**src/rtl/column_input_ctrl_pkg.sv**
```systemverilog
// Shared Connect4 definitions for the player-input stage:
// game status codes, board geometry and drop FSM states.
package column_input_ctrl_pkg;

  localparam logic [1:0] GS_PLAYING = 2'b00;
  localparam logic [1:0] GS_P1_WIN  = 2'b01;
  localparam logic [1:0] GS_P2_WIN  = 2'b10;
  localparam logic [1:0] GS_DRAW    = 2'b11;

  localparam int NUM_ROWS     = 4;
  localparam int NUM_COLS     = 4;
  localparam int TOP_ROW_BASE = 12;

  typedef enum logic [1:0] {
    IDLE    = 2'd0,
    ISSUE   = 2'd1,
    HOLDOFF = 2'd2
  } drop_state_t;

  function automatic logic [3:0] col_onehot(
    input logic [1:0] c
  );
    return 4'b0001 << c;
  endfunction

endpackage

```
**src/rtl/column_input_ctrl_if.sv**
```systemverilog
// Button/board/status inputs and move outputs of the
// column input stage, grouped for the DUT and its driver.
interface column_input_ctrl_if;
  logic        btn_left;
  logic        btn_right;
  logic        btn_drop;
  logic [15:0] in_gameboard;
  logic [1:0]  in_game_status;
  logic [3:0]  out_column;
  logic        out_enable;
  logic [3:0]  out_cursor;
  logic        out_invalid;

  modport slave (
    input  btn_left,
    input  btn_right,
    input  btn_drop,
    input  in_gameboard,
    input  in_game_status,
    output out_column,
    output out_enable,
    output out_cursor,
    output out_invalid
  );

  modport master (
    output btn_left,
    output btn_right,
    output btn_drop,
    output in_gameboard,
    output in_game_status,
    input  out_column,
    input  out_enable,
    input  out_cursor,
    input  out_invalid
  );
endinterface

```
**src/rtl/column_input_ctrl_button_debouncer.sv**
```systemverilog
// Raw button -> 2-flop sync -> debounced level, plus a
// registered one-cycle pulse the cycle after a rising edge.
module column_input_ctrl_button_debouncer #(
  parameter int DEBOUNCE_CYCLES = 250000,
  parameter int CNT_W           = 18
) (
  input  logic clk,
  input  logic reset,
  input  logic btn,
  output logic level,
  output logic rise
);

  logic             s1;
  logic             s2;
  logic             level_d;
  logic [CNT_W-1:0] cnt;

  // sync, debounce counter, level and rising-edge pulse
  always_ff @(posedge clk or posedge reset) begin
    if (reset) begin
      s1      <= 1'b0;
      s2      <= 1'b0;
      level   <= 1'b0;
      level_d <= 1'b0;
      rise    <= 1'b0;
      cnt     <= '0;
    end else begin
      s1      <= btn;
      s2      <= s1;
      level_d <= level;
      rise    <= level & ~level_d;
      if (s2 == level) begin
        cnt <= '0;
      end else if (cnt == CNT_W'(DEBOUNCE_CYCLES - 1)) begin
        level <= ~level;
        cnt   <= '0;
      end else begin
        cnt <= cnt + CNT_W'(1);
      end
    end
  end

endmodule

```
**src/rtl/column_input_ctrl.sv**
```systemverilog
// Player input stage: debounced buttons drive a wrapping
// cursor and a legal-only single-cycle drop command.
module column_input_ctrl
  import column_input_ctrl_pkg::*;
#(
  parameter int DEBOUNCE_CYCLES = 250000,
  parameter int CNT_W           = 18,
  parameter int HOLDOFF_CYCLES  = 4
) (
  input logic               clk,
  input logic               reset,
  column_input_ctrl_if.slave bus
);

  localparam int HW = $clog2(HOLDOFF_CYCLES + 1);

  logic          l_rise;
  logic          r_rise;
  logic          d_rise;
  logic          l_level;
  logic          r_level;
  logic          d_level;
  logic [1:0]    cursor;
  logic [1:0]    cur_nxt;
  logic          mv_l;
  logic          mv_r;
  logic          legal;
  logic [3:0]    top_row;
  logic [HW-1:0] hold_cnt;
  drop_state_t   state;

  column_input_ctrl_button_debouncer #(
    .DEBOUNCE_CYCLES(DEBOUNCE_CYCLES),
    .CNT_W          (CNT_W)
  ) u_left (
    .clk  (clk),
    .reset(reset),
    .btn  (bus.btn_left),
    .level(l_level),
    .rise (l_rise)
  );

  column_input_ctrl_button_debouncer #(
    .DEBOUNCE_CYCLES(DEBOUNCE_CYCLES),
    .CNT_W          (CNT_W)
  ) u_right (
    .clk  (clk),
    .reset(reset),
    .btn  (bus.btn_right),
    .level(r_level),
    .rise (r_rise)
  );

  column_input_ctrl_button_debouncer #(
    .DEBOUNCE_CYCLES(DEBOUNCE_CYCLES),
    .CNT_W          (CNT_W)
  ) u_drop (
    .clk  (clk),
    .reset(reset),
    .btn  (bus.btn_drop),
    .level(d_level),
    .rise (d_rise)
  );

  assign mv_l    = l_rise & ~r_rise & ~d_rise;
  assign mv_r    = r_rise & ~l_rise & ~d_rise;
  assign top_row = bus.in_gameboard[TOP_ROW_BASE +: 4];
  assign legal   = (bus.in_game_status == GS_PLAYING)
                 & ~top_row[cursor];

  // next cursor; conflicting or drop-coincident moves drop out
  always_comb begin
    cur_nxt = cursor;
    unique case (1'b1)
      mv_l:    cur_nxt = (cursor == 2'd0)
                       ? 2'(NUM_COLS - 1)
                       : cursor - 2'd1;
      mv_r:    cur_nxt = (cursor == 2'(NUM_COLS - 1))
                       ? 2'd0
                       : cursor + 2'd1;
      default: ;
    endcase
  end

  // cursor register and its one-hot LED copy
  always_ff @(posedge clk or posedge reset) begin
    if (reset) begin
      cursor         <= 2'd0;
      bus.out_cursor <= 4'b0001;
    end else begin
      cursor         <= cur_nxt;
      bus.out_cursor <= col_onehot(cur_nxt);
    end
  end

  // drop FSM: issue legal drops, then hold off until release
  always_ff @(posedge clk or posedge reset) begin
    if (reset) begin
      state           <= IDLE;
      hold_cnt        <= '0;
      bus.out_column  <= 4'd0;
      bus.out_enable  <= 1'b0;
      bus.out_invalid <= 1'b0;
    end else begin
      bus.out_enable  <= 1'b0;
      bus.out_invalid <= 1'b0;
      unique case (state)
        IDLE: begin
          if (d_rise) begin
            if (legal) begin
              bus.out_column <= {2'b00, cursor};
              bus.out_enable <= 1'b1;
              state          <= ISSUE;
            end else begin
              bus.out_invalid <= 1'b1;
            end
          end
        end
        ISSUE: begin
          hold_cnt <= HW'(HOLDOFF_CYCLES);
          state    <= HOLDOFF;
        end
        HOLDOFF: begin
          if (hold_cnt != '0) begin
            hold_cnt <= hold_cnt - HW'(1);
          end else if (!d_level) begin
            state <= IDLE;
          end
        end
        default: state <= IDLE;
      endcase
    end
  end

endmodule

```
**src/flat_wrapper.sv**
```systemverilog
// flat-port wrapper written by rule: the top's interface ports become plain ports
module column_input_ctrl_flat import column_input_ctrl_pkg::*;
#(
  parameter int DEBOUNCE_CYCLES = 250000,
  parameter int CNT_W           = 18,
  parameter int HOLDOFF_CYCLES  = 4
)
  (clk, reset, bus_btn_left, bus_btn_right, bus_btn_drop, bus_in_gameboard, bus_in_game_status, bus_out_column, bus_out_enable, bus_out_cursor, bus_out_invalid);
  column_input_ctrl_if bus_i ();
  input logic clk;
  input logic reset;
  input wire logic [$bits(bus_i.btn_left)-1:0] bus_btn_left;
  input wire logic [$bits(bus_i.btn_right)-1:0] bus_btn_right;
  input wire logic [$bits(bus_i.btn_drop)-1:0] bus_btn_drop;
  input wire logic [$bits(bus_i.in_gameboard)-1:0] bus_in_gameboard;
  input wire logic [$bits(bus_i.in_game_status)-1:0] bus_in_game_status;
  output wire logic [$bits(bus_i.out_column)-1:0] bus_out_column;
  output wire logic [$bits(bus_i.out_enable)-1:0] bus_out_enable;
  output wire logic [$bits(bus_i.out_cursor)-1:0] bus_out_cursor;
  output wire logic [$bits(bus_i.out_invalid)-1:0] bus_out_invalid;
  assign bus_i.btn_left = bus_btn_left;
  assign bus_i.btn_right = bus_btn_right;
  assign bus_i.btn_drop = bus_btn_drop;
  assign bus_i.in_gameboard = bus_in_gameboard;
  assign bus_i.in_game_status = bus_in_game_status;
  assign bus_out_column = bus_i.out_column;
  assign bus_out_enable = bus_i.out_enable;
  assign bus_out_cursor = bus_i.out_cursor;
  assign bus_out_invalid = bus_i.out_invalid;
  column_input_ctrl #(.DEBOUNCE_CYCLES(DEBOUNCE_CYCLES), .CNT_W(CNT_W), .HOLDOFF_CYCLES(HOLDOFF_CYCLES)) u_core (.clk(clk), .reset(reset), .bus(bus_i));
endmodule
```
**config.mk**
```make
export PLATFORM = sky130hd
export DESIGN_NAME = column_input_ctrl_flat
export DESIGN_NICKNAME = d
export VERILOG_FILES = /design/src/rtl/column_input_ctrl_pkg.sv /design/src/rtl/column_input_ctrl_if.sv /design/src/rtl/column_input_ctrl_button_debouncer.sv /design/src/rtl/column_input_ctrl.sv /design/src/flat_wrapper.sv
export SDC_FILE = /design/constraint.sdc
export NUM_CORES = 1
export LEC_CHECK = 0
export ABC_AREA = 1
export CAP_MARGIN = 10
export CORE_MARGIN = 5
export CORE_UTILIZATION = 48
export DETAILED_ROUTE_END_ITERATION = 12
export PLACE_DENSITY_LB_ADDON = 0.05
export SYNTH_ARGS = -nofsm -noshare
export SYNTH_HDL_FRONTEND = slang
export SYNTH_SLANG_ARGS = --single-unit
```
**constraint.sdc**
```tcl
create_clock -name clk -period 3.6 [get_ports clk]
set_clock_uncertainty 0.05 [all_clocks]
set_input_delay 0.54 -clock clk [delete_from_list [all_inputs] [get_ports clk]]
set_output_delay 0.54 -clock clk [all_outputs]
set_load 0.03 [all_outputs]
```
==> impl_metrics.yaml <==
route:
  dr.pass1.iters: 4
  drt_wl_total_mm: 8.46
  drc: 0
  drtIter0Drc: 134
  via_count: 3509
  wl_per_cell_um: 11.6
  viasPerCell: 4.81
  route.antenna.remaining_nets: 0
yosys:
  synth_seq_cells: 84
  synthSimpleGateAreaFrac: 0.359
  syn-cell-area_um2: 4490
  synth_compound_area_frac: 0.0293
  synth_area_per_cell_um2: 7.69
  yosysUniqueCellTypes: 35
  yosysSeqAreaShare: 0.469
  synth_top_family_by_area: "simple AND/OR/NAND/NOR gates"
  synth_xor_area_frac: 0.0563
  postSynthCellCount: 584
  synth_fa_ha_area_frac: 0.0195
  synth_mux_area_frac: 0
  ys_warn_count: 0
cells_and_area:
  final_net_count: 643
  n_antenna_cell: 0
  synthToLayoutAreaGrowth_pct: 12.1
  drive_gt1_frac: 0.113
  design_area_um2: 5030
clock_network:
  cts_max_path_buffers: 2
  cts_max_level: 3
  cts_inserted_buffers: 9
  clk_pin_slew_ps: 90
  root_buffer: "clkbuf_8"
  postCtsHoldBufs: 0
  cts_sinks: 84
  clock_latency_ps: 360
  tritoncts: "built"
  postCtsSetupRepairBufs: 0
  cts_resized: 0
setup_path:
  cp_slowest_cell: "clkdlybuf4s50_1"
  crit_family: "buffers and inverters"
  cp-end-kind: "output pin"
  worst-path-max-fanout: 1
  crit_arrival_ps: 1540
  crit_type: "reg2out"
  path_cells: "clkdlybuf4s50_1"
  cpPeakStageDelay_ps: 650
  crit_buf_inv: 1
  setup.worst_path.start_class: "register"
  crit_required_ps: 3010
grt:
  grt_pass1_wl_mm: 15.3
  antenna_found_initial: 0
  grt_start_max_net_pins: 46
  met1_usage: 0.209
  grt_pass1_vias: 3448
  grt_usage: 0.165
  gr-max-usage-layer: "met2"
  gr-total-overflow: 0
  grt_use_met2: 0.287
  grtUsageMet3: 0.0313
timing:
  fin_crit_sh: 0.591
  tns_ps: 0
  max_slew_margin: 0.253
  setup_viol: 0
  clock.fmax_ghz: 0.470
  fin_crit_ps: 2130
  rsz0062_at_grt: "no"
  tightest_slew_ps: 1110
  slew_viol_final: 0
  hold_violations: 0
floorplan:
  initial_core_util: 0.488
  design.die.area_um2: 11400
  rows: 35
  die_w_um: 107
  pin_count: 33
  chipHeight_um: 107
  core-area_um2: 9200
pwr:
  leakage_uw: 0.00228
  irDropWorstVdd_mv: 0.251
  power.total_uw: 1760
  power_density_nw_per_um2: 350
flow_run:
  drv_cap: 0
placed_design:
  portBuffers: 18
  place.gp.congestion: 0.871
  placed_area_um2: 4810
  dp_hpwl_mm: 6.46
status:
  status: "completed"
min_path:
  hp-class: "reg2reg"
==> area by class of cell <==
cell class	instances	area [um^2]
clock buffers	9	124
clock inverters	7	93.8
fillers	880	4170
inverters	73	275
multi-input cells	424	2090
flip-flops and latches	84	2100
well taps	111	139
repair buffers	21	203
==> per-layer routing <==
layer / wire length (um) / up-vias
li1: - / 1850
met1: 3980 / 1613
met4: 74 / 0
met2: 4190 / 38
met5: 0 / -
met3: 214 / 8
==> synth_stat cells <==
cell | number | area, um^2
nor3b_1 | 3 | 22.5
nand2_2 | 13 | 81.3
nand3b_1 | 2 | 15.0
xnor2_1 | 11 | 96.3
dfstp_2 | 1 | 26.3
a21oi_1 | 8 | 40.0
nor3_2 | 3 | 30.0
o21bai_1 | 1 | 7.51
nor2_4 | 2 | 22.5
nand4_1 | 4 | 25.0
o21ai_0 | 6 | 30.0
o21ai_2 | 1 | 8.76
ha_1 | 7 | 87.6
a21o_1 | 1 | 7.51
nand3_2 | 1 | 10.0
xor2_1 | 16 | 140
inv_1 | 67 | 251
inv_2 | 6 | 22.5
a211oi_1 | 1 | 7.51
o21ai_1 | 3 | 15.0
dfrtp_1 | 83 | 2080
nand2_4 | 1 | 11.3
nand2_1 | 135 | 507
nand3_1 | 37 | 185
nor2_2 | 18 | 113
clkbuf_1 | 2 | 7.51
a21oi_2 | 1 | 8.76
nor3_1 | 9 | 45.0
and2_1 | 4 | 25.0
conb_1 | 1 | 3.75
o22ai_1 | 1 | 6.26
buf_4 | 2 | 15.0
xnor2_2 | 1 | 16.3
nor2_1 | 130 | 488
nor3_4 | 2 | 32.5
==> final timing paths <==
path | startpoint | to | slack [ps] | cells after the start
setup reg to reg | u_core.u_left.level | u_core.u_left.cnt[0] | 1790 | 4
max in group asynchronous | reset | u_core.bus.out_column[1] | 2200 | 3
hold / removal | u_core.u_left.s1 | u_core.u_left.s2 | 310 | 0
min in group asynchronous | reset | u_core.u_left.cnt[6] | 560 | 2
hold reg to reg | u_core.u_left.s1 | u_core.u_left.s2 | 310 | 0
setup / recovery | u_core.bus.out_cursor[0] | bus_out_cursor[0] | 1470 | 1
==> sequential cells by signal, indices dropped and copies added (netlist names), 2 cells and up <==
name,count
u_core.u_left.cnt,18
u_core.u_right.cnt,18
u_core.state,2
u_core.u_drop.cnt,18
u_core.hold_cnt,3
u_core.bus.out_column,2
u_core.bus.out_cursor,4
u_core.cursor,2
==> cell families after synthesis <==
family | count (synthesis)
AND/OR/NAND/NOR | 364
flip-flops | 84
buffers and inverters | 77
XOR/XNOR | 28
AO/OA/AOI/OAI | 23
adder cells (fa/ha/maj) | 7
other | 1
==> layout by cell type, fill, tap and decap left out, types with 2 or more instances in the layout <==
cell / count
clkbuf_8: 9
xor2_1: 16
a21oi_1: 8
buf_4: 3
nor3_1: 9
nor3_4: 2
nor3b_1: 3
nand2_1: 135
ha_1: 7
nand2_2: 13
conb_1: 2
clkdlybuf4s50_1: 18
nor2_4: 2
and2_1: 4
o21ai_0: 6
nand3b_1: 2
inv_8: 2
nand4_1: 4
nor3_2: 3
dfrtp_1: 83
o21ai_1: 3
inv_2: 6
nand3_1: 37
nor2_1: 130
xnor2_1: 11
inv_1: 66
nor2_2: 18
==> per-stage QoR <==
stage                     hold WS (ps)  utilization  setup slack [ps]  cells
after global placement             285        0.523              1730    713
after floorplan                    281            -               847    585
after detailed placement           297        0.523              1730    713
after CTS                          309        0.547              1450    729
final                              308        0.547              1470    729
after global routing               306        0.547              1410    729
==> where the power goes <==
group          total, uW  internal [uW]  switching, uW  leakage [uW]
logic               70.5           24.1           46.4       0.00103
registers            967            955           11.8       0.00115
clock network        726            340            386      0.000107
total               1760           1320            444       0.00228
Power figures use the tool's default switching activity.
==> edit 1: new RTL, config.mk and constraints unchanged <==
Encoding of `drop_state_t`: now one-hot (3 bits for 3 states).
--- a/src/rtl/column_input_ctrl_pkg.sv
+++ b/src/rtl/column_input_ctrl_pkg.sv
@@ -12,8 +12,8 @@
   localparam int TOP_ROW_BASE = 12;
 
-  typedef enum logic [1:0] {
-    IDLE    = 2'd0,
-    ISSUE   = 2'd1,
-    HOLDOFF = 2'd2
+  typedef enum logic [2:0] {
+    IDLE    = 3'b001,
+    ISSUE   = 3'b010,
+    HOLDOFF = 3'b100
   } drop_state_t;
 
Formal check against the unedited RTL: same outputs for any inputs over 10 cycles, from zero or initial values and one cycle with reset high; not proved beyond that.
==> edit 1 against the original RTL <==
First-iteration DRC count up 17%; routed wire length about the same; final area down 0.45%; synthesized area about the same; worst setup slack better by 4.4 ps; die area about the same; sequential cell count up 1; total power down 2.9%; critical endpoint unchanged.
==> edit 1: results (changes against the original RTL) <==
| Metric | Value |
|---|---|
| Outcome | `finished clean (unchanged)` |
| Distinct cells, synth | `30 (was 35)` |
| HPWL after detailed placement | `6.28 mm (was 6.46 mm)` |
| Total vias in the final route | `3574 (was 3509)` |
| First-pass GRT wire length | `15.7 mm (was 15.3 mm)` |
| Worst Tran Pin Value | `1020 ps (was 1110 ps)` |
| Clk pwr share | `39.0% (was 41.2%)` |
| Net Sw Frac | `23.6% (was 25.2%)` |
| Synth top cells by count | `nand2_1, nor2_1, dfrtp_1 (unchanged)` |
| Comb. pwr | `0.0668 mW (was 0.0705 mW)` |
| Top cells by area, synth | `dfrtp_1, nand2_1, nor2_1, inv_1, nand3_1 (unchanged)` |
| Layout Nets | `649 (was 643)` |
| Multi-input combinational cell area | `0.00203 sq mm (was 0.00209 sq mm)` |
| Clk power | `0.668 mW (was 0.726 mW)` |
| Final WL | `8.46 mm (about the same)` |
| Vias in the first global route | `3523 (was 3448)` |
| Seq/Total Area, Yosys | `47.4% (was 46.9%)` |
| Layout fillers | `864 (was 880)` |
| Post-CTS Resized | `0 (unchanged)` |
| I/O Buffers | `18 (unchanged)` |
| Synth Area in XOR/XNOR | `4.68% (was 5.63%)` |
| 1st-iter DRT viols | `157 (was 134)` |
| Gpl congestion | `0.836 (was 0.871)` |
| Pin count of the biggest net entering global routing | `45 (was 46)` |
| Final sequential cell count | `85 (was 84)` |
| Compound-Gate Fraction of Synth Area | `2.03% (was 2.93%)` |
| Antenna violations before repair | `0 (unchanged)` |
| Post-Synth Adder-Cell Area | `1.95% (about the same)` |
| #MultiIn Comb | `419 (was 424)` |
| Non-clock buffering overhead | `4.00% (was 4.03%)` |
| Worst VDD drop | `0.243 mV (was 0.251 mV)` |
| Fraction of layout cells with a size suffix above 1 | `7.85% (was 11.3%)` |
| Number of clock buffers in the layout | `10 (was 9)` |
| Sequential cell area share | `42.5% (was 41.8%)` |
| Leakage | `2.31 nW (was 2.28 nW)` |
| Inverters, non-clock | `85 (was 73)` |
| Clock-cell share of area | `3.82% (was 4.33%)` |
edit 1: cell types whose count changed in the layout (fill, tap and decap cells not counted), sizes merged, moves of 2 or more:
cell | before | now
nand3 | 38 | 45
xnor2 | 12 | 9
nand4 | 4 | 10
nand3b | 2 | 5
nor3 | 14 | 17
inv | 75 | 84
a21oi | 9 | 7
buf | 3 | 1
and2 | 4 | 1
nand2 | 149 | 142
nor2 | 150 | 147
edit 1: path summary, 6_finish.rpt:
path,start,end,cells after the start
max in group asynchronous,reset,u_core.bus.out_cursor[0],3
setup / recovery,u_core.bus.out_cursor[0],bus_out_cursor[0],1
hold reg to reg,u_core.u_right.s1,u_core.u_right.s2,0
setup reg to reg,u_core.u_right.level,u_core.u_right.cnt[4],4
hold / removal,u_core.u_right.s1,u_core.u_right.s2,0
min in group asynchronous,reset,u_core.u_drop.cnt[8],2
edit 1: stage by stage:
| step | cells | hold slack (ps) | setup slack (ps) | instance area (sq um) | util (%) |
|---|---|---|---|---|---|
| after floorplan | 592 | 281 | 820 | 4490 | - |
| after global placement | 719 | 293 | 1730 | 4820 | 52.4 |
| after detailed placement | 719 | 289 | 1690 | 4820 | 52.4 |
| after CTS | 735 | 323 | 1450 | 5010 | 54.4 |
| after global routing | 735 | 320 | 1410 | 5010 | 54.4 |
| final | 735 | 313 | 1480 | 5010 | 54.4 |
edit 1: layer usage:
layer | part of all wire (%) | up-vias | global-route usage, %
met1 | 48 | 1638 | 21.7
met5 | 0 | - | 0
met4 | 1.2 | 0 | 4.75
met3 | 4.1 | 12 | 5.12
li1 | - | 1875 | -
met2 | 46 | 49 | 27.7
==> edit 2: new RTL, same settings <==
Made on the original files. `HOLDOFF_CYCLES` is set to 4 in 2 places; all go to 2.
--- a/src/rtl/column_input_ctrl.sv
+++ b/src/rtl/column_input_ctrl.sv
@@ -6,5 +6,5 @@
   parameter int DEBOUNCE_CYCLES = 250000,
   parameter int CNT_W           = 18,
-  parameter int HOLDOFF_CYCLES  = 4
+  parameter int HOLDOFF_CYCLES  = 2
 ) (
   input logic               clk,
--- a/src/flat_wrapper.sv
+++ b/src/flat_wrapper.sv
@@ -4,5 +4,5 @@
   parameter int DEBOUNCE_CYCLES = 250000,
   parameter int CNT_W           = 18,
-  parameter int HOLDOFF_CYCLES  = 4
+  parameter int HOLDOFF_CYCLES  = 2
 )
   (clk, reset, bus_btn_left, bus_btn_right, bus_btn_drop, bus_in_gameboard, bus_in_game_status, bus_out_column, bus_out_enable, bus_out_cursor, bus_out_invalid);
Function: no difference found for any inputs over 10 cycles, from zero or initial values and one cycle with reset high; that may be too few to reach the edited logic, so the function may still have changed.
==> edit 2 against the original RTL <==
Final area is 2.0% lower; sequential cell count shrank 1; total power decreased by 4.9%; worst setup slack improved by 14 ps; cell count fell by 2.1%; synthesized area is 1.8% lower; fmax grew 0.68%; sequential power shrank 1%; combinational power barely moved; routed wire length is 2.6% higher; die area shrank 1.6%; largest power group unchanged; highest routed layer unchanged.
==> edit 2: results (changes against the original RTL) <==
| Metric | Value |
|---|---|
| Routed wl met2 | `3.95 mm (was 4.19 mm)` |
| Fraction of layout cells with a size suffix above 1 | `11.6% (was 11.3%)` |
| Seq. pwr | `0.955 mW (was 0.967 mW)` |
| Layout fillers | `882 (was 880)` |
| Final WL | `8.69 mm (was 8.46 mm)` |
| GRT met1 Usage | `22.4% (was 20.9%)` |
| FF-to-FF Start | `u_core.u_right.cnt[0] (was u_core.u_left.level)` |
| Gr usage total | `16.9% (was 16.5%)` |
| Seq/Total Area, Yosys | `47.1% (was 46.9%)` |
| Post-DP Area | `0.00474 sq mm (was 0.00481 sq mm)` |
| Vias in the first global route | `3370 (was 3448)` |
| Met3 Wirelength | `376 um (was 214 um)` |
| Min-delay src | `u_core.u_right.s1 (was u_core.u_left.s1)` |
| HPWL after detailed placement | `6.29 mm (was 6.46 mm)` |
| Top cells by area, synth | `dfrtp_1, nand2_1, nor2_1, inv_1, nand3_1 (unchanged)` |
| Combinational share of power | `4.2% (was 4.0%)` |
| Outcome | `finished clean (unchanged)` |
| Layout Nets | `628 (was 643)` |
| Hold_ws | `305 ps (was 308 ps)` |
| Worst Path Arrival | `1520 ps (was 1540 ps)` |
| Max_slew headroom | `60.1% (was 25.3%)` |
| Synth Area in XOR/XNOR | `5.14% (was 5.63%)` |
| Vias per cell | `4.90 (was 4.81)` |
| Worst-case reg-to-reg path depth | `8 (was 4)` |
| Worst Hold End | `u_core.u_right.s2 (was u_core.u_left.s2)` |
| Worst VDD drop | `0.198 mV (was 0.251 mV)` |
| Psw | `0.394 mW (was 0.444 mW)` |
| Compound-Gate Fraction of Synth Area | `3.52% (was 2.93%)` |
| Synth top cells by count | `nand2_1, nor2_1, dfrtp_1 (unchanged)` |
| Worst r2r dst | `u_core.u_right.cnt[7] (was u_core.u_left.cnt[0])` |
==> edit 2: cell count changes after synthesis, moves of 2 or more <==
cell,unedited run,this run
nor2_4,2,4
xor2_1,16,13
nor2_2,18,16
nand2_1,135,131
nor2_1,130,127
nand4_1,4,6
nand2_2,13,11
nor3_2,3,5
nand3_1,37,35
inv_2,6,9
inv_1,67,60
==> edit 2: cells by family (layout without fill, tap and decap cells) <==
logic type | after synthesis | in the layout
xor gates and xnor gates | 25 | 25
AOI/OAI and AO/OA | 26 | 26
other | 1 | 2
and+or+nand+nor | 356 | 356
DFF | 83 | 83
buffers and inverters | 73 | 105
adders and majority gates | 6 | 6
==> edit 2: cell type report <==
cell class / count / area (sq um) / share of cell area (%)
flip-flops and latches: 83 / 2080 / 42.2
multi-input cells: 415 / 2050 / 41.6
inverters: 69 / 260 / 5.28
repair buffers: 21 / 215 / 4.37
well taps: 111 / 139 / 2.82
clock buffers: 10 / 128 / 2.59
clock inverters: 5 / 55.1 / 1.12
